### src/rtl/instr_fetch_unit.sv
// Instruction fetch unit: owns the PC, the instruction register and the
// fetch handshake with instruction memory. A fetch requested in IDLE either
// completes in the same cycle (zero-wait) or parks the unit in WAIT, stalling
// the control FSM until memory returns data.
//
// Optional build macro: FETCH_TIMEOUT_EN
//   When defined, a WAIT lasting TIMEOUT_CYCLES cycles without a response
//   aborts the fetch: a NOP is loaded and o_FetchFault pulses for one cycle.
//   When undefined, WAIT lasts until data arrives and o_FetchFault is 0.
//
// Ports:
//   i_Clk         clock, rising edge
//   i_Reset       synchronous active-low reset
//   i_PCUpdate    unconditional PC write request
//   i_Branch      conditional branch request (taken when i_Zero)
//   i_Zero        ALU zero flag
//   i_IRWrite     instruction fetch request
//   i_Result      next-PC value (word aligned on write)
//   i_MemRData    instruction memory read data
//   i_MemRValid   i_MemRData valid this cycle
//   o_PC          current PC / fetch address
//   o_OldPC       PC of the instruction held in o_Instr
//   o_Instr       instruction register
//   o_OpCode      o_Instr[6:0], combinational
//   o_MemReq      fetch request to memory, combinational
//   o_Stall       control FSM hold, combinational
//   o_FetchFault  one-cycle fetch timeout pulse, combinational
module instr_fetch_unit #(
   parameter logic [31:0] RESET_PC       = 32'h0000_0000,
   parameter int unsigned TIMEOUT_CYCLES = 16
) (
   input  logic        i_Clk,
   input  logic        i_Reset,
   input  logic        i_PCUpdate,
   input  logic        i_Branch,
   input  logic        i_Zero,
   input  logic        i_IRWrite,
   input  logic [31:0] i_Result,
   input  logic [31:0] i_MemRData,
   input  logic        i_MemRValid,
   output logic [31:0] o_PC,
   output logic [31:0] o_OldPC,
   output logic [31:0] o_Instr,
   output logic [6:0]  o_OpCode,
   output logic        o_MemReq,
   output logic        o_Stall,
   output logic        o_FetchFault
);

   localparam logic [31:0] NOP_INSTR = 32'h0000_0013;

   // The timeout counter is 5 bits wide, so the limit must fit in it.
   if (TIMEOUT_CYCLES < 1 || TIMEOUT_CYCLES > 32) begin : g_bad_timeout
      $error("instr_fetch_unit: TIMEOUT_CYCLES must be in 1..32");
   end

   typedef enum logic {S_IDLE, S_WAIT} state_t;

   state_t state;
   logic   idle_fetch;
   logic   wait_st;
   logic   timeout_hit;
   logic   pc_write;

   assign idle_fetch = (state == S_IDLE) & i_IRWrite;
   assign wait_st    = (state == S_WAIT);

`ifdef FETCH_TIMEOUT_EN
   localparam logic [4:0] TIMEOUT_LAST = 5'(TIMEOUT_CYCLES - 1);

   logic [4:0] wait_cnt;

   // Last permitted WAIT cycle passed with no response: abort the fetch.
   assign timeout_hit = wait_st & ~i_MemRValid & (wait_cnt == TIMEOUT_LAST);

   // Counts cycles spent in WAIT; cleared whenever the unit is not staying there.
   always_ff @(posedge i_Clk) begin
      if (!i_Reset) begin
         wait_cnt <= 5'd0;
      end else if (wait_st & ~i_MemRValid & ~timeout_hit) begin
         wait_cnt <= wait_cnt + 5'd1;
      end else begin
         wait_cnt <= 5'd0;
      end
   end
`else
   assign timeout_hit = 1'b0;
`endif

   // Handshake outputs are forced low while reset is asserted.
   assign o_MemReq     = i_Reset & (idle_fetch | wait_st);
   assign o_Stall      = i_Reset & ~i_MemRValid & (idle_fetch | (wait_st & ~timeout_hit));
   assign o_FetchFault = i_Reset & timeout_hit;
   assign o_OpCode     = o_Instr[6:0];

   assign pc_write = (i_PCUpdate | (i_Branch & i_Zero)) & ~o_Stall;

   // Fetch state, PC and instruction register. o_OldPC always samples the
   // pre-update PC, so a capture and a PC write on the same edge are consistent.
   always_ff @(posedge i_Clk) begin
      if (!i_Reset) begin
         state   <= S_IDLE;
         o_PC    <= RESET_PC;
         o_OldPC <= RESET_PC;
         o_Instr <= NOP_INSTR;
      end else begin
         if (pc_write) begin
            o_PC <= {i_Result[31:2], 2'b00};
         end
         case (state)
            S_IDLE: begin
               if (i_IRWrite) begin
                  if (i_MemRValid) begin
                     o_Instr <= i_MemRData;
                     o_OldPC <= o_PC;
                  end else begin
                     state <= S_WAIT;
                  end
               end
            end
            S_WAIT: begin
               if (i_MemRValid) begin
                  o_Instr <= i_MemRData;
                  o_OldPC <= o_PC;
                  state   <= S_IDLE;
               end else if (timeout_hit) begin
                  o_Instr <= NOP_INSTR;
                  o_OldPC <= o_PC;
                  state   <= S_IDLE;
               end
            end
            default: state <= S_IDLE;
         endcase
      end
   end

endmodule

### config.mk
export PLATFORM = sky130hd
export DESIGN_NAME = instr_fetch_unit
export DESIGN_NICKNAME = d
export VERILOG_FILES = /design/src/rtl/instr_fetch_unit.sv
export SDC_FILE = /design/constraint.sdc
export NUM_CORES = 1
export LEC_CHECK = 0
export ABC_AREA = 1
export CAP_MARGIN = 15
export CORE_MARGIN = 3
export CORE_UTILIZATION = 62
export CTS_CLUSTER_DIAMETER = 150
export DETAILED_ROUTE_END_ITERATION = 7
export DONT_BUFFER_PORTS = 1
export PLACE_DENSITY = 0.88
export SLEW_MARGIN = 25
export SYNTH_ARGS = -nofsm -noshare
export SYNTH_HDL_FRONTEND = slang
export SYNTH_SLANG_ARGS = --single-unit
### constraint.sdc
create_clock -name i_Clk -period 1.17 [get_ports i_Clk]
set_input_delay 0.0585 -clock i_Clk [delete_from_list [all_inputs] [get_ports i_Clk]]
set_output_delay 0.0585 -clock i_Clk [all_outputs]
set_load 0.02 [all_outputs]
* Yosys cells after proc, flatten, opt, wreduce, memory -nomap -nowiden
Cells that the tools add are included.
Operators by class: equal/unequal tests 1, muxes and demuxes 9, bitwise logic cells 11
Operator list (count):
- 32-bit two-way mux | 4
- 32-bit one-hot mux with 2 select lines | 2
- 1-bit AND | 6
- 1-bit inverter | 3
- 1-bit two-way mux | 2
- 2-bit inequality test (second input constant) | 1
- 1-bit OR | 2
- 1-bit one-hot mux with 2 select lines | 1
Storage, ports and cells: output and inout port bits 106, input port bits 71, register bits 95, word-level logic and storage cells 25

* Longest topological paths before layout
Gate-level depths: netlist of the first run.
depth after elaboration 6, mapped depth 7, gate-level depth less buffers 6

* Worst setup path before layout of the first run
Ideal clock, no wire load.
path type reg-to-reg, start register state, end register o_Instr[24], buffers on the path 1, library setup time 0.116 ns, cell stages (with the launch flop) 7, required time 1.054 ns, clock period less this slack 0.980 ns, slack 0.190 ns, arrival 0.864 ns, cell sequence dfxtp_1 -> inv_2 -> nand2_2 -> nand2_4 -> buf_2 -> o21ai_0 -> nor2_1
On the way: longest elaborated chain between the ends 2, elaborated cells between the ends (all ways) 3, classes of those cells eq/ne: 1; mux: 1; bitwise: 1
RTL lines:
- from (decl) | line 59 | state_t state;
- from (signal assigned) | line 102 | state <= S_IDLE;
- from (signal assigned) | line 117 | state <= S_WAIT;
- from (signal assigned) | line 125 | state <= S_IDLE;
- 1-bit inverter
- 32-bit one-hot mux with 2 select lines / 2-bit inequality test (equally long branches)
- to (signal assigned) | line 114 | o_Instr <= i_MemRData;
- to (signal assigned) | line 123 | o_Instr <= i_MemRData;
- to (decl) | line 43 | output logic [31:0] o_Instr,
Several ways; a longest one is shown, not always the timed one. A chain may end at the register's enable or synchronous reset.

* Final worst setup path of the first run
start register state, end output port o_Stall
On the way: longest elaborated chain between the ends 4
RTL lines:
- 1-bit inverter
- 1-bit AND | line 65 | assign idle_fetch = (state == S_IDLE) & i_IRWrite;
- 1-bit OR * | line 92 | assign o_Stall = i_Reset & ~i_MemRValid & (idle_fetch | (wait_st & ~timeout_hit));
- 1-bit AND * | line 92
- to (decl) | line 46 | output logic o_Stall,
Mark *: on every way between the ends. The rest lies on a longest branch, timed or not.

==> results of run 1 <==
## sequential cells by signal, summed over array words and instances, names as in the netlist
signal,cells
o_Instr,32
o_OldPC,30
state,1
o_PC,30
## placed cells by master (no fill, tap or decap)
cell,count
conb_1,5
a21oi_1,22
buf_12,7
clkbuf_8,10
a21oi_2,9
inv_1,32
clkbuf_1,2
buf_4,11
dfxtp_2,1
nand3_1,33
clkinv_2,2
nand2_4,3
inv_2,3
dfxtp_1,92
o21ai_0,57
bufbuf_16,1
clkbuf_16,2
nor2_1,148
nand2_1,37
inv_6,1
nor2_2,1
o21ai_1,2
clkinvlp_4,2
nand2_2,1
bufinv_16,1
## stage by stage
stage | instance area [µm²] | TNS (ns) | util | cells
2_1_floorplan | 3700 | 0 | - | 494
3_3_place_gp | 3670 | 0 | 0.651 | 536
3_5_place_dp | 3670 | 0 | 0.651 | 536
4_1_cts | 3920 | -0.00788 | 0.695 | 555
5_1_grt | 4010 | -0.662 | 0.710 | 557
6_report | 4010 | 0 | 0.710 | 557
## power groups by stage
stage | Clock (mW) | Combinational (mW) | Sequential (mW)
3_5_place_dp | 0 | 0.747 | 3.97
2_1_floorplan | 0 | 0.668 | 3.93
6_report | 2.07 | 0.812 | 3.90
5_1_grt | 2.26 | 0.921 | 3.93
3_3_place_gp | 0 | 0.714 | 3.96
4_1_cts | 2.12 | 0.771 | 3.90
## cells by family after synthesis
kind of cell / share of synthesized area
AO/OA/AOI/OAI: 0.122
buffers and inverters: 0.128
flip-flops: 0.505
other: 0.00102
AND/OR/NAND/NOR: 0.244
## final cells by class
| type | instances | area (µm²) | share of cell area |
|---|---|---|---|
| Clock inverter | 4 | 47.5 | 0.0119 |
| Timing Repair Buffer | 21 | 305 | 0.0762 |
| Sequential cell | 93 | 1860 | 0.465 |
| Inverter | 37 | 148 | 0.0368 |
| Clock buffer | 12 | 145 | 0.0362 |
| Tap cell | 72 | 90.1 | 0.0225 |
| Multi-Input combinational cell | 318 | 1410 | 0.352 |
## Yosys cell counts
cell	count
inv_1	33
nand2_2	2
buf_2	14
nand2_4	2
nor2_1	148
nand2_1	37
buf_6	12
clkbuf_1	1
inv_2	3
buf_1	2
o21ai_0	59
nor2_2	1
clkbuf_2	5
a21oi_1	31
nand3_1	33
conb_1	1
inv_4	1
buf_4	12
dfxtp_1	93
## path summary, 6_finish.rpt
kind         startpoint          to  slack [ns]  depth (start not counted)
max               state     o_Stall        0.02                          5
min reg2reg  o_Instr[0]  o_Instr[0]        0.47                          2
min             i_Reset  o_Instr[0]       -0.18                          1
max reg2reg       state     o_PC[2]        0.02                          7
## worst reg2reg max path, stage by stage, from the launching register on
cell       delay [ns]
dfxtp_2          0.34
inv_2            0.05
nand2_4          0.07
nand2_4          0.06
buf_4            0.16
clkbuf_16        0.18
a21oi_2          0.14
nor2_1           0.06
## layer usage
metal	routed length [µm]	part of all wire	up-vias	track usage
met5	0	0	-	0
met3	781	0.093	18	0.0903
li1	-	-	1494	-
met1	3130	0.37	1374	0.246
met4	184	0.022	0	0.0788
met2	4280	0.51	128	0.391
## repair_timing
item                       4_1_cts  5_1_grt
gates resized for setup          3       12
gates cloned                     1        2
setup buffers                    2        0
setup endpoints to repair        1       30
hold endpoints to repair        92       92
pin swaps                        2        0
==> impl_metrics.json, run 1 <==
{
  "critPathKind": "flop to primary output",
  "clock.fmax_ghz": 0.866,
  "grt_pass1_wl_um": 12900,
  "p_sw_mw": 1.99,
  "p_clk_frac": 0.306,
  "arrival_ns": 1.10,
  "holdWs_ns": -0.183,
  "cp.buffers_inverters": 3,
  "power_mw": 6.78,
  "vdd_ir_drop_max_mv": 1.01,
  "setup_viol": 0,
  "layout_min_cycle_time_ns": 1.15,
  "crit_family": "flip-flops",
  "hold_class": "input port to flop",
  "cts_buffers": 9,
  "vias_per_cell": 5.41,
  "ys_warn_count": 0,
  "p_leak_nw": 1.84,
  "cts_max_level": 3,
  "drt-initial-drc-count": 153,
  "netlist.area_leader.share": 0.505,
  "dieWidth_um": 83.1,
  "grt_pass1_vias": 2673,
  "boundaryPins": 177,
  "status": "complete, but fails checks",
  "fill_cells": 442,
  "report.final.hold_viol_count": 92,
  "post-route-period-util": 0.987,
  "start_util": 0.654,
  "grtUsageTotal": 0.225,
  "violations": "hold timing",
  "drive_above_1_share": 0.113,
  "powerDensity_nw_per_um2": 1690,
  "crit_top_cell": "nand2_4",
  "internal_power_mw": 4.80,
  "fin_skew_ns": 0.00968,
  "rsz0062_at_grt": "true",
  "clock_latency_ns": 0.34,
  "clock_path_buffers": 2,
  "clk_pin_slew_worst_paths_ns": 0.09,
  "max_stage_delay_ns": 0.33,
  "die_area_um2": 6910,
  "cts.sinks": 93,
  "synthesis.area_um2": 3690,
  "cap_violations": 0,
  "drt-total-wl_um": 8380,
  "cp-end-kind": "primary output",
  "yosysTopAreaCell": "dfxtp_1",
  "core_um2": 5640,
  "wl_per_cell_um": 15.0,
  "setup_ws_ns": 0.0156,
  "vias": 3014,
  "grt.overflow.total": 0,
  "portBuffers": 0,
  "sequentialPowerShare": 0.575,
  "diodes": 0,
  "path_cells": "inv_2 -> nand2_4 -> nand2_4 -> buf_12 -> clkinvlp_4",
  "ys_top_cells_by_area": "dfxtp_1 50%, nor2_1 15%, o21ai_0 8.0%",
  "die_y_um": 83.1,
  "rows": 27,
  "required_ns": 1.11,
  "avgSynthCellArea_um2": 7.53,
  "slew_viol_final": 0,
  "area_growth_pct": 8.61,
  "dp_hpwl_um": 5580,
  "worstPathMaxFanout": 3,
  "drc_errors": 0,
  "p_sw_frac": 0.293,
  "yosysSeqAreaShare": 0.505,
  "place.gp.congestion": 0.729,
  "slowest_stage": "dfxtp_2",
  "drtAntennaViolNets": 0,
  "antenna_found_initial": 0,
  "dp_worst_setup_slack_ns": 0.0208,
  "grt_max_degree": 94,
  "fin_nets": 551,
  "cts-root-buf": "clkbuf_8",
  "ys_ff_latch": 93,
  "ys_types": 19,
  "start_kind": "flop",
  "first_pass_iters": 4,
  "combPwrFrac": 0.120,
  "syn_inst": 490,
  "cts_tree": "yes"
}
Note: power is estimated with default switching activity, not from simulation.
==> run 2, diff against run 1 <==
--- a/config.mk
+++ b/config.mk
@@ -12,6 +12,7 @@
 export CTS_CLUSTER_DIAMETER = 150
 export DETAILED_ROUTE_END_ITERATION = 7
 export DONT_BUFFER_PORTS = 1
+export GPL_TIMING_DRIVEN = 0
 export PLACE_DENSITY = 0.88
 export SLEW_MARGIN = 25
 export SYNTH_ARGS = -nofsm -noshare
==> run 2 against run 1 <==
  * The run ends with setup timing left
  * Highest routed layer unchanged
  * First-iteration DRC count up 16%
  * Critical endpoint unchanged
  * Cell count grew 16%
  * Worst setup slack got worse by 0.025 ns
  * Critical path type unchanged
==> impl_metrics.json, run 2 (same netlist as run 1, synthesis figures left out) <==
{
  "status": "complete, but fails checks",
  "violations": "setup timing",
  "regMostFlops": "o_Instr",
  "cp-end-kind": "primary output",
  "slowest_stage": "dfxtp_2",
  "start_kind": "flop",
  "grtUsageTotal": 0.304,
  "vdd_ir_drop_max_mv": 1.16,
  "critPathKind": "flop to primary output",
  "cts.sinks": 93,
  "worstPathMaxFanout": 10,
  "grt_pass1_vias": 3502,
  "p_leak_nw": 2.20,
  "hold_class": "input port to flop",
  "die_area_um2": 6910,
  "setup_ws_ns": -0.00950,
  "grt_pass1_wl_um": 17100,
  "vias": 3578,
  "drc_errors": 0,
  "portBuffers": 0,
  "cts-root-buf": "clkbuf_8",
  "internal_power_mw": 4.77,
  "clock.fmax_ghz": 0.848,
  "worstSetupStartpoint": "state",
  "sequentialPowerShare": 0.560,
  "worstReg2RegEnd": "o_OldPC[16]",
  "final_cells": 647,
  "drt-initial-drc-count": 177,
  "crit_top_cell": "nand2_4",
  "clock_latency_ns": 0.35,
  "crit_family": "flip-flops",
  "cts_max_level": 3,
  "clk_pin_slew_worst_paths_ns": 0.10,
  "cts_buffers": 9,
  "fin_skew_ns": 0.0103,
  "max_stage_delay_ns": 0.33,
  "arrival_ns": 1.12,
  "grt-busiest-layer": "met2",
  "combPwrFrac": 0.155,
  "largest_reg_flops": 32,
  "drt-total-wl_um": 11000,
  "vias_per_cell": 5.53,
  "dieWidth_um": 83.1,
  "setup_viol": 4,
  "slew_viol_final": 0,
  "grt_max_degree": 17,
  "ff2ff_setup_slack_ns": 0,
  "holdWs_ns": 0.0367,
  "start_util": 0.654,
  "report.final.hold_viol_count": 0,
  "required_ns": 1.11,
  "layout_commonest_cell": "nor2_1",
  "area_growth_pct": 29.6,
  "wl_per_cell_um": 17.0,
  "post-route-period-util": 1.01,
  "final_cell_mix": "147 x nor2_1, 92 x dfxtp_1, 62 x dlygate4sd3_1",
  "die_y_um": 83.1,
  "clock_path_buffers": 2,
  "slew_headroom": 0.635,
  "reg_top3": "o_Instr x32, o_OldPC x30, o_PC x30",
  "p_sw_mw": 2.28,
  "met2_usage": 0.557,
  "rows": 27,
  "place_inst": 566,
  "diodes": 0,
  "worstRegToRegCells": 6,
  "drtAntennaViolNets": 0,
  "fill_cells": 312,
  "use_met3": 0.0952,
  "layout_min_cycle_time_ns": 1.18,
  "multi_input_area_um2": 1440,
  "antenna_found_initial": 0,
  "drive_above_1_share": 0.157,
  "fin_nets": 641,
  "path_cells": "inv_2 -> nand2_4 -> nand2_4 -> buf_8 -> inv_6",
  "critPathCapture": "o_Stall",
  "core_um2": 5640,
  "p_clk_frac": 0.284,
  "reg2reg_from": "state",
  "first_pass_iters": 5,
  "p_sw_frac": 0.323,
  "worstMarginPinSlew_ns": 0.548,
  "powerDensity_nw_per_um2": 1470,
  "boundaryPins": 177,
  "cts_tree": "yes",
  "dp_hpwl_um": 6550,
  "grt.overflow.total": 0,
  "met1_usage": 0.318,
  "rsz0062_at_grt": "true",
  "cp.buffers_inverters": 3,
  "crit_cells": 5,
  "cap_violations": 0,
  "ff_latch_area_um2": 1860,
  "finalSetupTns_ns": -0.0153,
  "place.gp.congestion": 0.777
}
## run 2: what timing repair did
action	4_1_cts	5_1_grt
endpoints found under the hold margin	62	0
gates resized for setup	8	56
setup endpoints to repair	6	83
pin swaps	1	1
cloned	0	2
buffers inserted	1	0
hold buffers	62	0
## run 2: layout make-up
class | instances | share of cell area
Timing Repair Buffer | 65 | 0.144
Buffer | 46 | 0.0756
Tap cell | 72 | 0.0188
Clock inverter | 6 | 0.00968
Multi-Input combinational cell | 318 | 0.302
Clock buffer | 10 | 0.0288
Sequential cell | 93 | 0.390
Inverter | 37 | 0.0311
## run 2: worst min path at each step
stage | start | endpoint | slack [ns] | cells after the start
2_1_floorplan | i_MemRData[0] | o_Instr[0] | 0.17 | 2
6_report | i_MemRValid | o_OldPC[31] | 0.04 | 3
4_1_cts | i_MemRValid | state | 0.02 | 4
5_1_grt | i_MemRValid | state | 0.06 | 4
3_3_place_gp | i_MemRData[0] | o_Instr[0] | 0.18 | 2
3_5_place_dp | i_MemRData[0] | o_Instr[0] | 0.19 | 2
## run 2: worst reg2reg max path, stage by stage, from the launching register on
cell      delay [ns]
dfxtp_2         0.34
inv_2           0.06
nand2_4         0.09
nand2_4         0.11
clkbuf_4        0.22
o21ai_0         0.20
nor2_1          0.05
## run 2: through the flow
step	utilization	instance area, µm²	setup WS (ns)	power [mW]
after CTS	0.819	4620	0.00379	6.90
after global routing	0.847	4780	-0.0936	7.32
after detailed placement	0.673	3790	-0.0240	4.80
after floorplan	-	3700	0.190	4.60
after global placement	0.673	3790	0.0342	4.76
final	0.847	4780	-0.00950	7.04
## run 2: routing by layer
layer | routed length [µm] | vias to the layer above
met1 | 3760 | 1641
li1 | - | 1690
met4 | 401 | 0
met2 | 5840 | 206
met5 | 0 | -
met3 | 976 | 41
## run 2: power by group through the flow
stage	combinational, mW	sequential [mW]	clock (mW)
global route	1.21	3.97	2.14
finish	1.09	3.95	2.00
CTS	0.973	3.93	2.00
floorplan	0.668	3.93	0
global placement	0.762	3.99	0
detailed placement	0.794	4.00	0
